**src/rtl/rs485_poll_master.sv**
```systemverilog
// Bus-master end of the RS485 9-bit multidrop link: sends an address frame,
// then collects a two-frame 16-bit response (low byte first) from the polled slave.
module rs485_poll_master #(
    parameter int CLKS_PER_BIT = 50,
    parameter int TIMEOUT_BITS = 32,
    parameter int SYNC_STAGES  = 2
) (
    input  logic        clk,
    input  logic        reset_n,
    input  logic        start,
    input  logic [7:0]  slave_addr,
    input  logic        Rx,
    output logic        Tx,
    output logic        Tx_Enable,
    output logic        busy,
    output logic [15:0] data_out,
    output logic        data_valid,
    output logic        frame_err,
    output logic        timeout_err
);

    localparam int CNT_W = $clog2(CLKS_PER_BIT + 1);
    localparam int TMO_W = $clog2(TIMEOUT_BITS + 1);

    localparam logic [CNT_W-1:0] BIT_LAST  = CNT_W'(CLKS_PER_BIT - 1);
    localparam logic [CNT_W-1:0] HALF_LAST = CNT_W'(CLKS_PER_BIT / 2 - 1);
    localparam logic [TMO_W-1:0] TMO_LAST  = TMO_W'(TIMEOUT_BITS - 1);

    localparam logic [2:0] S_IDLE       = 3'd0;
    localparam logic [2:0] S_TX_ADDR    = 3'd1;
    localparam logic [2:0] S_WAIT_START = 3'd2;
    localparam logic [2:0] S_RX_START   = 3'd3;
    localparam logic [2:0] S_RX_BITS    = 3'd4;
    localparam logic [2:0] S_DONE       = 3'd5;

    logic [2:0]             state_reg,       state_next;
    logic [CNT_W-1:0]       clk_cnt_reg,     clk_cnt_next;
    logic [3:0]             bit_idx_reg,     bit_idx_next;
    logic [TMO_W-1:0]       tmo_cnt_reg,     tmo_cnt_next;
    logic                   byte_idx_reg,    byte_idx_next;
    logic [10:0]            tx_shift_reg,    tx_shift_next;
    logic [7:0]             rx_shift_reg,    rx_shift_next;
    logic [7:0]             low_byte_reg,    low_byte_next;
    logic [15:0]            data_out_reg,    data_out_next;
    logic                   tx_reg,          tx_next;
    logic                   tx_en_reg,       tx_en_next;
    logic                   busy_reg,        busy_next;
    logic                   data_valid_reg,  data_valid_next;
    logic                   frame_err_reg,   frame_err_next;
    logic                   timeout_err_reg, timeout_err_next;
    logic                   wait_entry_reg,  wait_entry_next;

    logic [SYNC_STAGES-1:0] rx_sync_reg, rx_sync_next;
    logic                   rx_prev_reg;
    logic                   rx_fall_d_reg;
    logic                   rx_s;
    logic                   rx_fall;
    logic                   start_seen;

    genvar gi;
    generate
        for (gi = 0; gi < SYNC_STAGES; gi++) begin : g_sync
            if (gi == 0) begin : g_first
                assign rx_sync_next[gi] = Rx;
            end else begin : g_chain
                assign rx_sync_next[gi] = rx_sync_reg[gi-1];
            end
        end
    endgenerate

    assign rx_s    = rx_sync_reg[SYNC_STAGES-1];
    assign rx_fall = rx_prev_reg & ~rx_s;
    // An edge landing on the very cycle WAIT_START is entered would otherwise be lost.
    assign start_seen = rx_fall | (wait_entry_reg & rx_fall_d_reg);

    always_ff @(posedge clk or negedge reset_n) begin
        if (!reset_n) begin
            rx_sync_reg   <= '1;
            rx_prev_reg   <= 1'b1;
            rx_fall_d_reg <= 1'b0;
        end else begin
            rx_sync_reg   <= rx_sync_next;
            rx_prev_reg   <= rx_s;
            rx_fall_d_reg <= rx_fall;
        end
    end

    always_comb begin
        state_next       = state_reg;
        clk_cnt_next     = clk_cnt_reg;
        bit_idx_next     = bit_idx_reg;
        tmo_cnt_next     = tmo_cnt_reg;
        byte_idx_next    = byte_idx_reg;
        tx_shift_next    = tx_shift_reg;
        rx_shift_next    = rx_shift_reg;
        low_byte_next    = low_byte_reg;
        data_out_next    = data_out_reg;
        tx_next          = tx_reg;
        tx_en_next       = tx_en_reg;
        busy_next        = busy_reg;
        data_valid_next  = 1'b0;
        frame_err_next   = 1'b0;
        timeout_err_next = 1'b0;
        wait_entry_next  = 1'b0;

        case (state_reg)
            S_IDLE: begin
                if (start) begin
                    // Frame image LSB first: start, d0..d7, flag=1, stop.
                    tx_shift_next = {1'b1, 1'b1, slave_addr, 1'b0};
                    tx_next       = 1'b0;
                    tx_en_next    = 1'b1;
                    busy_next     = 1'b1;
                    clk_cnt_next  = '0;
                    bit_idx_next  = '0;
                    state_next    = S_TX_ADDR;
                end
            end

            S_TX_ADDR: begin
                if (clk_cnt_reg == BIT_LAST) begin
                    clk_cnt_next = '0;
                    if (bit_idx_reg == 4'd10) begin
                        tx_next         = 1'b1;
                        tx_en_next      = 1'b0;
                        byte_idx_next   = 1'b0;
                        tmo_cnt_next    = '0;
                        wait_entry_next = 1'b1;
                        state_next      = S_WAIT_START;
                    end else begin
                        bit_idx_next  = bit_idx_reg + 1'b1;
                        tx_next       = tx_shift_reg[1];
                        tx_shift_next = {1'b1, tx_shift_reg[10:1]};
                    end
                end else begin
                    clk_cnt_next = clk_cnt_reg + 1'b1;
                end
            end

            S_WAIT_START: begin
                if (start_seen) begin
                    clk_cnt_next = '0;
                    state_next   = S_RX_START;
                end else if (clk_cnt_reg == BIT_LAST) begin
                    clk_cnt_next = '0;
                    if (tmo_cnt_reg == TMO_LAST) begin
                        timeout_err_next = 1'b1;
                        busy_next        = 1'b0;
                        state_next       = S_IDLE;
                    end else begin
                        tmo_cnt_next = tmo_cnt_reg + 1'b1;
                    end
                end else begin
                    clk_cnt_next = clk_cnt_reg + 1'b1;
                end
            end

            S_RX_START: begin
                if (clk_cnt_reg == HALF_LAST) begin
                    clk_cnt_next = '0;
                    if (rx_s) begin
                        frame_err_next = 1'b1;
                        busy_next      = 1'b0;
                        state_next     = S_IDLE;
                    end else begin
                        bit_idx_next = '0;
                        state_next   = S_RX_BITS;
                    end
                end else begin
                    clk_cnt_next = clk_cnt_reg + 1'b1;
                end
            end

            S_RX_BITS: begin
                if (clk_cnt_reg == BIT_LAST) begin
                    clk_cnt_next = '0;
                    bit_idx_next = bit_idx_reg + 1'b1;
                    if (bit_idx_reg < 4'd8) begin
                        rx_shift_next = {rx_s, rx_shift_reg[7:1]};
                    end else if (bit_idx_reg == 4'd8) begin
                        // Data frames must carry flag=0.
                        if (rx_s) begin
                            frame_err_next = 1'b1;
                            busy_next      = 1'b0;
                            state_next     = S_IDLE;
                        end
                    end else begin
                        if (!rx_s) begin
                            frame_err_next = 1'b1;
                            busy_next      = 1'b0;
                            state_next     = S_IDLE;
                        end else if (!byte_idx_reg) begin
                            low_byte_next   = rx_shift_reg;
                            byte_idx_next   = 1'b1;
                            tmo_cnt_next    = '0;
                            wait_entry_next = 1'b1;
                            state_next      = S_WAIT_START;
                        end else begin
                            state_next = S_DONE;
                        end
                    end
                end else begin
                    clk_cnt_next = clk_cnt_reg + 1'b1;
                end
            end

            S_DONE: begin
                data_out_next   = {rx_shift_reg, low_byte_reg};
                data_valid_next = 1'b1;
                busy_next       = 1'b0;
                state_next      = S_IDLE;
            end

            default: begin
                tx_next    = 1'b1;
                tx_en_next = 1'b0;
                busy_next  = 1'b0;
                state_next = S_IDLE;
            end
        endcase
    end

    always_ff @(posedge clk or negedge reset_n) begin
        if (!reset_n) begin
            state_reg       <= S_IDLE;
            clk_cnt_reg     <= '0;
            bit_idx_reg     <= '0;
            tmo_cnt_reg     <= '0;
            byte_idx_reg    <= 1'b0;
            tx_shift_reg    <= '1;
            rx_shift_reg    <= '0;
            low_byte_reg    <= '0;
            data_out_reg    <= '0;
            tx_reg          <= 1'b1;
            tx_en_reg       <= 1'b0;
            busy_reg        <= 1'b0;
            data_valid_reg  <= 1'b0;
            frame_err_reg   <= 1'b0;
            timeout_err_reg <= 1'b0;
            wait_entry_reg  <= 1'b0;
        end else begin
            state_reg       <= state_next;
            clk_cnt_reg     <= clk_cnt_next;
            bit_idx_reg     <= bit_idx_next;
            tmo_cnt_reg     <= tmo_cnt_next;
            byte_idx_reg    <= byte_idx_next;
            tx_shift_reg    <= tx_shift_next;
            rx_shift_reg    <= rx_shift_next;
            low_byte_reg    <= low_byte_next;
            data_out_reg    <= data_out_next;
            tx_reg          <= tx_next;
            tx_en_reg       <= tx_en_next;
            busy_reg        <= busy_next;
            data_valid_reg  <= data_valid_next;
            frame_err_reg   <= frame_err_next;
            timeout_err_reg <= timeout_err_next;
            wait_entry_reg  <= wait_entry_next;
        end
    end

    assign Tx          = tx_reg;
    assign Tx_Enable   = tx_en_reg;
    assign busy        = busy_reg;
    assign data_out    = data_out_reg;
    assign data_valid  = data_valid_reg;
    assign frame_err   = frame_err_reg;
    assign timeout_err = timeout_err_reg;

endmodule
```
**config.mk**
```make
export PLATFORM = sky130hd
export DESIGN_NAME = rs485_poll_master
export DESIGN_NICKNAME = d
export VERILOG_FILES = /design/src/rtl/rs485_poll_master.sv
export SDC_FILE = /design/constraint.sdc
export NUM_CORES = 1
export LEC_CHECK = 0
export CORE_UTILIZATION = 59
export CTS_BUF_LIST = sky130_fd_sc_hd__clkbuf_4 sky130_fd_sc_hd__clkbuf_8
export DETAILED_ROUTE_END_ITERATION = 10
export PLACE_DENSITY_LB_ADDON = 0.1
export SLEW_MARGIN = 20
export SYNTH_ARGS = -nofsm -noshare
export SYNTH_HDL_FRONTEND = slang
export SYNTH_SLANG_ARGS = --single-unit
```
**constraint.sdc**
```tcl
create_clock -name clk -period 2.5 [get_ports clk]
set_input_delay 0.375 -clock clk [delete_from_list [all_inputs] [get_ports clk]]
set_output_delay 0.375 -clock clk [all_outputs]
set_load 0.02 [all_outputs]
```
# Word-level counts from Yosys, hierarchy flattened

Index checks and enable logic that the tools add are counted.

Output and inout bits: 22
Register bits after elaboration: 74
Logic and storage cells: 165

Reductions and logical operators: 19
Mux-type cells: 85
$add $sub $neg: 3
Bitwise operators: 9
Equality and inequality tests: 29
$lt $le $gt $ge: 1

Operator list:

| operator                                                        | count |
|---|---|
| 6-bit two-way mux                                               | 14 |
| 3-bit two-way mux                                               | 14 |
| 1-bit two-way mux                                               | 37 |
| 11-bit two-way mux                                              | 3 |
| 2-bit inequality test, second input constant                    | 15 |
| 4-bit two-way mux                                               | 6 |
| 6-bit one-hot mux with 4 select lines                           | 1 |
| 11-bit one-hot mux with 2 select lines                          | 1 |
| 6-bit one-hot mux with 3 select lines                           | 1 |
| 9-bit AND reduction                                             | 2 |
| 4-bit one-hot mux with 4 select lines                           | 1 |
| 3-bit one-hot mux with 5 select lines                           | 1 |
| 7-bit AND reduction                                             | 2 |
| 6-bit by 1-bit adder with 6-bit output, second input constant   | 2 |
| 6-bit by 5-bit == test with 1-bit output, second input constant | 2 |
| 3-bit inequality test, second input constant                    | 4 |
| 11-bit AND reduction                                            | 1 |
| 4-bit == test, second input constant                            | 2 |
| 4-bit AND reduction                                             | 2 |
| 4-bit nonzero test                                              | 2 |
| 3-bit by 2-bit == test with 1-bit output, second input constant | 2 |
| 3-bit == test, second input constant                            | 2 |
| 6-bit == test, second input constant                            | 1 |
| 1-bit inverter                                                  | 6 |
| 16 further kinds                                                | 22 |

# Longest topological paths before layout

Word-level depth: 6
Depth in mapped cells: 9

# Worst setup path after synthesis

OpenSTA, ideal clock, no wires.

Kind: flip-flop to flip-flop
From: register clk_cnt_reg[1]
To: register tmo_cnt_reg[5]
Cell stages (with the launch flop): 8
Clock period less this slack: 1,980 ps
Data arrival time: 1,859 ps
Setup slack: 520 ps
Library setup time: 121 ps
Required time: 2,379 ps
Cells stage by stage: dfrtp_1 inv_1 ha_1 or3b_4 a2111oi_4 a21oi_2 a211o_1 a22o_1

Word-level cells in the longest chain between the ends: 3

Ends and longest elaborated chain:

| element                          | line          | RTL |
|---|---|---|
| start, declared                  | 37            | `logic [CNT_W-1:0] clk_cnt_reg, clk_cnt_next;` |
| start signal, assigned           | 243           | `clk_cnt_reg <= clk_cnt_next;` |
| 6-bit == test *                  | 121, 144, 175 |  |
| 2-bit inequality test (no line)  | n/a           |  |
| 11-bit AND reduction (no line) * | n/a           |  |
| end signal, assigned             | 245           | `tmo_cnt_reg <= tmo_cnt_next;` |
| end, declared                    | 39            | `logic [TMO_W-1:0] tmo_cnt_reg, tmo_cnt_next;` |

Mark *: on every way between the ends. The rest lies on a longest branch, timed or not.
A chain may end at the register's enable or synchronous reset.

# Worst setup path in the final report

From: register clk_cnt_reg[1]
To: register rx_shift_reg[5]

Word-level cells in the longest chain between the ends: 2

Ends and longest elaborated chain:

| element                       | line | RTL |
|---|---|---|
| 6-bit == test                 | 175  | `if (clk_cnt_reg == BIT_LAST) begin` |
| 3-bit AND reduction (no line) | n/a  |  |
| end signal, assigned          | 248  | `rx_shift_reg <= rx_shift_next;` |
| end, declared                 | 42   | `logic [7:0] rx_shift_reg, rx_shift_next;` |

Every way passes these cells.

==> summary by stage <==
Critical path
The top fanout value on the critical path is 9. The data arrival time of the critical path is ~2.4 ns. The data required time of the critical path is 2.73 ns. The worst reg2reg path startpoint is clk_cnt_reg[1]. For flop-to-flop paths, the worst setup slack is between 0.3 and 0.4 ns. The first element of the critical path is clk_cnt_reg[1]. The worst setup path is captured at a flip-flop. The class of the most critical setup path is flip-flop to flip-flop. The sort of element at the start of the critical path is a flip-flop.

Logic synthesis
The leading area contributor after synthesis is dfrtp_1. The number of different library cells in the post-synthesis netlist is 64. The xor/xnor cell area share of the yosys netlist is less than 1%.

The share of async-settable or async-resettable flops after synthesis is 100%. Counting flops with a built-in enable in the synthesized netlist gives 0. After Yosys synthesis, and, or, nand and nor cells account for about a quarter of the synthesized area. Synthesis produced a netlist whose cell count is roughly 370. The share of the synthesized area in the top cell type is 41.3%. Sorting the synthesized cells by area gives the leading types as dfrtp_1, nand2_1, dfstp_2, mux2_2, ha_1. The post-synthesis area per instance is roughly 10 µm².

The portion of synthesized area spent on multiplexers is 5.95%. Summing the areas of all compound-gate instances in the mapped netlist gives 13.7% of the synthesized area. The number of nets in the synthesized netlist is between 300 and 400. Summing every instance area after synthesis gives approximately 0.0036 mm². The commonest cells after synthesis are nand2_1, dfrtp_1, nor2_1, mux2_2, o21ai_0. The area share of fa/ha/maj cells after synthesis is under 10%. The dominant combinational cell family by area after synthesis is simple AND/OR/NAND/NOR gates. Among all flip-flop cells after synthesis, the most frequent one is dfrtp_1. The synthesized design contains between 70 and 80 register bits. The sequential area share after synthesis is between 50 and 60%. The leading cell type by number of instances after synthesis is nand2_1.

The number of warnings reported in the yosys synthesis log is 0.

Clock network
The total of hold buffers inserted after clock tree synthesis is 0. The master cell of the clock root buffer is clkbuf_8. Clock tree synthesis inserted a total of 9 buffers.

The clock transition at the registers of the reported paths is 0.08 ns. The CTS tree is done. The maximum number of buffers from clock root to sink is 2. CTS built an H-tree with a depth of 3. After clock tree synthesis, the repair step resized 0 gates. Post-CTS timing repair inserted 0 buffers for setup. The count of clock tree sinks is 71. The clock network latency to the later pin of the worst-skew pair is 0.35 ns.

Place
The HPWL after detailed placement is a little under 5000 µm. At the end of routability-driven placement, the weighted congestion stood at 0.888. The post-placement cell area is 0.00396 mm².

The quantity of I/O buffers inserted on ports is 33. The worst slack after detailed placement is between 0.3 and 0.4 ns.

Floorplanning
The overall die height is approximately 80 µm. Once the floorplan was initialized, standard cells occupied a little over three fifths of the core. The area of the core region is 0.00568 mm². Row generation in the floorplan step produced 27 rows.

The I/O pin count is 34. The die is 79.8 µm wide. The die covers approximately 0.0064 mm².

Outcome
The flow ran to the end, and the final reports show no timing, DRC or antenna violations.

Detailed routing
The detail route stage leaves a number of antenna-violating nets equal to 0. For this block, the initial DRC count from the detailed router was just under 200. The number of iterations in the first detailed-routing pass is 4. In the routed design, unresolved DRC markers number 0. The post-detailed-route via-to-cell ratio is ~5.8. In the final routed layout, each cell accounts on average for about 15 µm.

The total wire length after detailed routing is between 7000 and 8000 µm. The count of vias placed by the detailed router is 2785.

STA
Clock skew on the completed layout was measured at 0.0135 ns. Setup total negative slack on the finished layout was measured at 0 ns. The final count of pins violating max slew is 0. The post-layout minimum cycle time is roughly 2.2 ns.

The number of setup violations in the final report is 0. Measured against its own limit, the worst slew margin works out to about 56%. The final number of hold-violating endpoints is 0. The worst hold margin is 0.0255 ns. The transition time of the tightest slew-check pin is 0.662 ns. Derived from the worst setup path, the maximum achievable clock frequency is between 0.4 and 0.5 GHz. Setup repair after global routing left no endpoint under its margin. The ratio of final minimum period to clock period is roughly 87%.

After layout, the worst setup slack is around 0.34 ns.

Worst hold path
The path class of the tightest hold or removal check is primary input to async pin.

Global route
The overall fraction of global-route tracks in use is between 20% and 30%. The global-route wire length before repair is about 13000 µm. Entering global routing, the biggest net connects between 40 and 50 pins. The aggregate global routing overflow is 0. The via count of the first global-routing pass is around 2800. The number of antenna violations at the first check in global routing came to 0.

Power
Dividing total power by cell area gives a power density of approximately 1000 mW/mm². The final total power is roughly 4.2 mW. The leakage power figure is approximately 1.9 nW. VDD sags by at most ~0.00094 V.

Job
The max-cap check violation count is 0.

Finish
The fraction of final layout cells with drive strength greater than 1 is 18.2%. The synthesis-to-finish area growth is 17.8%. The number of antenna diodes in the final layout is 0. The final design area excluding fillers is around 0.0042 mm². The register with the most flip-flops in the layout has 16 of them.

The number of nets in the final layout is 422.
-- layout make-up --
class	count	area (µm²)
clock inverters	5	106
clock buffers	11	145
multi-input cells	270	1640
fillers	395	1470
well taps	72	90.1
inverters	8	30.0
repair buffers	42	405
flip-flops and latches	71	1790
-- metrics by stage --
stage / instances / util [%]
detailed placement: 463 / 69.8
floorplan: 367 / -
global route: 479 / 74.2
global placement: 463 / 69.8
CTS: 479 / 74.2
finish: 479 / 74.2
-- cell usage in the layout, fill, tap and decap left out, types with 2 or more instances in the layout --
master / instances
nand2_1: 86
dfrtp_1: 59
clkdlybuf4s50_1: 32
nor2_1: 23
o21ai_0: 18
mux2_2: 18
a21oi_1: 16
a31oi_1: 14
dfstp_2: 12
clkbuf_8: 10
nand3b_1: 9
nand3_1: 8
ha_1: 8
buf_4: 8
inv_1: 7
nand2b_1: 5
o211ai_1: 4
and3_1: 3
nor3b_1: 3
or2_2: 3
nor3_1: 3
a211oi_1: 3
bufinv_16: 3
o31ai_1: 2
or3b_2: 2
and2_2: 2
nand4_1: 2
nand4b_1: 2
a31o_2: 2
nor4_1: 2
a211o_1: 2
-- cells by family after synthesis --
logic type / count (synthesis)
AO/OA/AOI/OAI: 74
XOR/XNOR: 1
adder cells (fa/ha/maj): 8
buffers and inverters: 26
flip-flops: 71
multiplexers: 19
AND/OR/NAND/NOR: 168
-- critical path: stages (launching register included) --
cell and delay [ns]:
dfrtp_1 0.41, inv_1 0.09, ha_1 0.16, nor3b_4 0.29, nand2_2 0.19, or3_1 0.56, mux2_2 0.34
-- report_power, final --
part | total, mW | internal [mW] | switching (mW)
combinational | 1.50 | 0.624 | 0.878
clock | 1.14 | 0.703 | 0.441
sequential | 1.56 | 1.37 | 0.195
-- routing by layer --
layer | part of all wire [%] | track usage, %
met3 | 3.8 | 6.40
met4 | 1.3 | 8.21
met1 | 45 | 33.8
met2 | 50 | 43.2
met5 | 0 | 0
-- path summary, 6_finish.rpt --
kind / to / depth (start not counted)
worst min-delay path: rx_shift_reg[0] / 1
max in group asynchronous: tx_shift_reg[7] / 2
worst max register to register: rx_shift_reg[5] / 6
worst min register to register: rx_sync_reg[1] / 0
min in group clk: rx_sync_reg[1] / 0
worst max-delay path: rx_shift_reg[5] / 6
Note: power is estimated with default switching activity, not from simulation.
